### config.mk
export PLATFORM = sky130hd
export DESIGN_NAME = div_unit
export DESIGN_NICKNAME = d
export VERILOG_FILES = /design/src/rtl/div_unit.sv
export SDC_FILE = /design/constraint.sdc
export NUM_CORES = 1
export LEC_CHECK = 0
export BUFFER_PORTS_ARGS = -buffer_cell sky130_fd_sc_hd__buf_2
export CAP_MARGIN = 25
export CORE_MARGIN = 4
export CORE_UTILIZATION = 50
export DETAILED_ROUTE_END_ITERATION = 16
export PLACE_DENSITY = 0.66
export SLEW_MARGIN = 20
export SYNTH_ARGS = -nofsm -noshare
export SYNTH_HDL_FRONTEND = slang
export SYNTH_SLANG_ARGS = --single-unit
### constraint.sdc
create_clock -name clk_in -period 7.83 [get_ports clk_in]
set_clock_uncertainty 0.2 [all_clocks]
set_input_delay 1.566 -clock clk_in [delete_from_list [all_inputs] [get_ports clk_in]]
set_output_delay 1.566 -clock clk_in [all_outputs]
set_load 0.005 [all_outputs]
### src/rtl/div_unit.sv
// rtl/div_unit.sv - multi-cycle restoring radix-2 divider for DIV/DIVU
// Quotient goes to LO, remainder to HI; state advances on the falling edge of clk_in.
module div_unit #(
    parameter int WIDTH = 32
) (
    input  logic             clk_in,
    input  logic             reset,
    input  logic             start,
    input  logic             is_signed,
    input  logic [WIDTH-1:0] dividend,
    input  logic [WIDTH-1:0] divisor,
    output logic             busy,
    output logic             done,
    output logic [WIDTH-1:0] quotient,
    output logic [WIDTH-1:0] remainder,
    output logic             div_by_zero
);

    localparam int CW = $clog2(WIDTH);

    typedef enum logic [1:0] {
        S_IDLE,
        S_RUN,
        S_FIX
    } state_t;

    state_t           state;
    logic [CW-1:0]    count;
    logic             neg_dvd;
    logic             neg_dvs;
    logic [WIDTH-1:0] dvd_raw;
    logic [WIDTH-1:0] dvs_mag;
    logic [WIDTH-1:0] q_sh;
    logic [WIDTH:0]   r_acc;

    logic             in_neg_dvd;
    logic             in_neg_dvs;
    logic [WIDTH-1:0] in_dvd_mag;
    logic [WIDTH-1:0] in_dvs_mag;
    logic [WIDTH:0]   trial;
    logic [WIDTH-1:0] q_fix;
    logic [WIDTH-1:0] r_fix;

    // Signs only count for DIV; |0x80000000| wraps back to 0x80000000, which is
    // the correct unsigned magnitude.
    assign in_neg_dvd = is_signed & dividend[WIDTH-1];
    assign in_neg_dvs = is_signed & divisor[WIDTH-1];
    assign in_dvd_mag = in_neg_dvd ? -dividend : dividend;
    assign in_dvs_mag = in_neg_dvs ? -divisor : divisor;

    assign trial = {r_acc[WIDTH-1:0], q_sh[WIDTH-1]} - {1'b0, dvs_mag};
    assign q_fix = (neg_dvd ^ neg_dvs) ? -q_sh : q_sh;
    assign r_fix = neg_dvd ? -r_acc[WIDTH-1:0] : r_acc[WIDTH-1:0];

    always_ff @(negedge clk_in or posedge reset) begin
        if (reset) begin
            state       <= S_IDLE;
            count       <= '0;
            neg_dvd     <= 1'b0;
            neg_dvs     <= 1'b0;
            dvd_raw     <= '0;
            dvs_mag     <= '0;
            q_sh        <= '0;
            r_acc       <= '0;
            busy        <= 1'b0;
            done        <= 1'b0;
            quotient    <= '0;
            remainder   <= '0;
            div_by_zero <= 1'b0;
        end else begin
            done <= 1'b0;
            case (state)
                S_IDLE: begin
                    if (start) begin
                        neg_dvd <= in_neg_dvd;
                        neg_dvs <= in_neg_dvs;
                        dvd_raw <= dividend;
                        dvs_mag <= in_dvs_mag;
                        q_sh    <= in_dvd_mag;
                        r_acc   <= '0;
                        count   <= '0;
                        busy    <= 1'b1;
                        state   <= S_RUN;
                    end
                end
                S_RUN: begin
                    if (!trial[WIDTH]) begin
                        r_acc <= trial;
                        q_sh  <= {q_sh[WIDTH-2:0], 1'b1};
                    end else begin
                        r_acc <= {r_acc[WIDTH-1:0], q_sh[WIDTH-1]};
                        q_sh  <= {q_sh[WIDTH-2:0], 1'b0};
                    end
                    count <= count + 1'b1;
                    if (count == CW'(WIDTH - 1)) begin
                        state <= S_FIX;
                    end
                end
                S_FIX: begin
                    // A zero divisor ran the full latency but its datapath result is meaningless.
                    if (dvs_mag == '0) begin
                        quotient    <= '1;
                        remainder   <= dvd_raw;
                        div_by_zero <= 1'b1;
                    end else begin
                        quotient    <= q_fix;
                        remainder   <= r_fix;
                        div_by_zero <= 1'b0;
                    end
                    done  <= 1'b1;
                    busy  <= 1'b0;
                    state <= S_IDLE;
                end
                default: begin
                    busy  <= 1'b0;
                    state <= S_IDLE;
                end
            endcase
        end
    end

endmodule

After elaboration in Yosys (flattened, before gate mapping)
Cells that the tools add are included.
Storage, ports and cells
  output and inout bits: 67
  bits in registers: 204
  logic and storage cells: 56
Operators by class
  equality and inequality tests: 5
  bitwise operators: 4
  muxes and demuxes: 21
  reduce and logical (&&, ||, !) cells: 7
  add/sub/neg operators: 6
Operators by type and width (number)
  32-bit 2-to-1 mux: 9
  32-bit negator: 4
  32-bit case mux with 2 select lines: 2
  33-bit by 32-bit subtractor with 33-bit output: 1
  32-bit logical NOT: 1
  5-bit case mux with 2 select lines: 1
  2-bit AND reduction: 4
  5-bit by 1-bit adder with 5-bit output (second input constant): 1
  5-bit == test (second input constant): 1
  5-bit 2-to-1 mux: 1
  1-bit 2-to-1 mux: 4
  2-bit 2-to-1 mux: 2
  2-bit inequality test (second input constant): 2
  2-bit case mux with 2 select lines: 1
  1-bit bitwise AND: 2
  2-bit by 1-bit == test with 1-bit output (second input constant): 1
  2-bit == test (second input constant): 1
  2-bit logical NOT: 1
  1-bit case mux with 2 select lines: 1
  2-bit nonzero test: 1
  1-bit inverter: 1
  1-bit XOR: 1

Logic depth before layout (Yosys ltp)
  depth after elaboration: 4
  depth in mapped cells: 13

==> impl_metrics.ini <==
[cts]
cts-root-buf = clkbuf_16
clock_path_buffers = 3
cts.clk_slew.worst_paths_ps = 40
hold_buffers = 0
worstSkewPairLatency_ps = 520
h-tree-depth = 1
numCtsBuffers = 23
cts_tree = done
clock_sinks = 204
post_cts_buffers = 0
cts_resized = 0

[pwr]
cellLeakagePower_nw = 6.63
totalPowerFinal_w = 0.00683
power_density_nw_per_um2 = 465
peakVddDrop_mv = 0.289

[logic_synthesis]
async_flop_share_pct = 100
synth-seq-area-share_pct = 40.1
ys_types = 68
synth.avg_cell_area_um2 = 8.57
synth_area_leaders = dfrtn_1 (40%), o21ai_0 (6.5%), nand2_1 (6.3%), xnor2_1 (5.0%), xor2_1 (4.8%)
synth_area_leader_cell = dfrtn_1
synth_edf_count = 0
ys_ff_latch = 204
synth_cells = 1485
synth_top_area_share_pct = 40.1
synth_ff_type = dfrtn_1
syn-num-nets = 1592
synthesis.area_um2 = 12700
ys.warnings.count = 0

[place]
post-place-cells = 1911
place.gp.congestion = 0.892
io_buffers = 134
hpwlAfterDp_mm = 23.0
preCtsSetupSlack_ps = -298

[worst_setup_path]
reg2reg_slack_ps = 3360
worstPathRequired_ps = 4060
critPathCaptureType = register
worstReg2RegEnd = r_acc[25]
path_depth = 11
path_max_fanout = 4
slowest_stage = or4_1
crit_buf_inv = 2
cp-start-kind = input port
timing.rr.start = q_sh[31]
crit_chain = buf_2 -> or3_1 -> or4_1 -> nor3_1 -> buf_4 -> and2_1 -> nand3_1 -> nor3_1 -> nand2b_1 -> xor2_1 -> o21ai_0
cp_slowest_stage_delay_ps = 490
critPathKind = input port to register
worstRegToRegCells = 13
arrival_ps = 3810
cpMostUsedCell = nor3_1
cpLargestDelayFamily = simple AND/OR/NAND/NOR gates
crit_start = dividend[2]
worstSetupEndpoint = q_sh[25]

[grt]
grt_pass1_wl_mm = 52.1
antenna_found_initial = 0
grt_overflow = 0
grt_use_total_pct = 22.0
grt_max_degree = 90
grt_pass1_vias = 10415

[sta]
tightest_slew_ps = 756
relSlewSlack_pct = 49.6
slew_violations = 0
setup_viol = 0
hold_ws_ps = 220
setup_ws_ps = 251
rsz0062_at_grt = false
hold_viol = 0

[job]
cap_violations = 0

[finish]
layout_commonest_cell = nand2_1
syn2layout_area_growth_pct = 15.3
final_core_util_pct = 58.4
n_antenna_cell = 0
fin_cells = 1951
drive_gt1_share_pct = 15.1
final_cell_mix = nand2_1 (212), dfrtn_1 (204), o21ai_0 (165)
nets = 1713

[drt]
first_pass_iters = 5
ant_nets = 0
routed_via_density = 5.54
route.detailed.drc = 0
vias = 10812
avgRoutedWirePerCell_um = 16.1
drt_iter0_drc = 751
wl_mm = 31.3

[hold_path]
hp-class = register to register

[floorplan]
initial_utilization_pct = 50.7
die_h_um = 168
core-area_um2 = 25100
dieArea_um2 = 28100
rows = 58
io-pin-count = 135
die_width_um = 168

[status]
outcome = finished clean
## logic make-up after synthesis
logic type	count (synthesis)	synth area share (%)
mux	31	2.44
xor+xnor	143	9.84
fa+ha+maj	39	3.89
buf+inv	137	4.52
compound gates	430	20.9
simple gates	501	18.3
flops	204	40.1
## cell type report
| class | instances | area [um^2] |
|---|---|---|
| fillers | 2312 | 10400 |
| inverters | 52 | 199 |
| clock buffers | 29 | 628 |
| repair buffers | 181 | 1080 |
| flip-flops and latches | 204 | 5100 |
| clock inverters | 11 | 164 |
| multi-input cells | 1144 | 7080 |
| well taps | 330 | 413 |
## layer usage
layer / vias up / track usage [%] / wire length, um
met4: 0 / 5.05 / 554
met3: 40 / 2.55 / 1350
met1: 5032 / 31.2 / 15000
li1: 5499 / - / -
met2: 241 / 36.4 / 14400
met5: - / 0 / 0
## worst min-delay path: stages (launching register included)
cell	delay, ps
dfrtn_1	400
nand2_1	40
o21ai_0	60
## how the worst min path moves through the flow
stage	startpoint	to	cells after the start
floorplan	state[1]	busy	1
global placement	count[3]	count[3]	1
detailed placement	dvd_raw[31]	dvd_raw[31]	2
global route	dvd_raw[17]	dvd_raw[17]	2
CTS	dvd_raw[27]	dvd_raw[27]	2
finish	remainder[26]	remainder[26]	2
## where the power goes
| group | switching, W | internal (W) |
|---|---|---|
| Sequential | 0.000477 | 0.00152 |
| Combinational | 0.00206 | 0.00163 |
| Clock | 0.000437 | 0.000698 |
| Total | 0.00298 | 0.00385 |
## sequential cells by signal, indices dropped and copies added (netlist names)
| name | cells |
|---|---|
| remainder | 32 |
| state | 2 |
| div_by_zero | 1 |
| quotient | 32 |
| count | 5 |
| busy | 1 |
| neg_dvd | 1 |
| dvd_raw | 32 |
| done | 1 |
| r_acc | 32 |
| neg_dvs | 1 |
| dvs_mag | 32 |
| q_sh | 32 |
## stage by stage
| step | TNS (ps) | area, um^2 |
|---|---|---|
| floorplan | -74250 | 12700 |
| global placement | -1330 | 13800 |
| detailed placement | -1600 | 13900 |
| CTS | 0 | 14700 |
| global route | 0 | 14700 |
| finish | 0 | 14700 |
## cell usage after synthesis, drive strengths merged (3+ instances only)
cell,n
xor2,70
a21oi,96
o31ai,19
dfrtn,204
ha,38
inv,52
a21o,16
nand4,9
o21a,6
nand2b,16
clkbuf,72
o41ai,13
and3,14
a31oi,19
o22a,25
a211o,3
nor4,26
nor3,20
xnor2,73
or2,5
a211oi,5
o211ai,8
a22oi,30
or4,5
mux2i,31
nand3,47
nand2,214
nand3b,3
o311ai,3
nor3b,6
nor2b,8
o21bai,4
or3,13
buf,13
o21ai,169
and2,7
nor2,101
(Power assumes the default switching activity.)
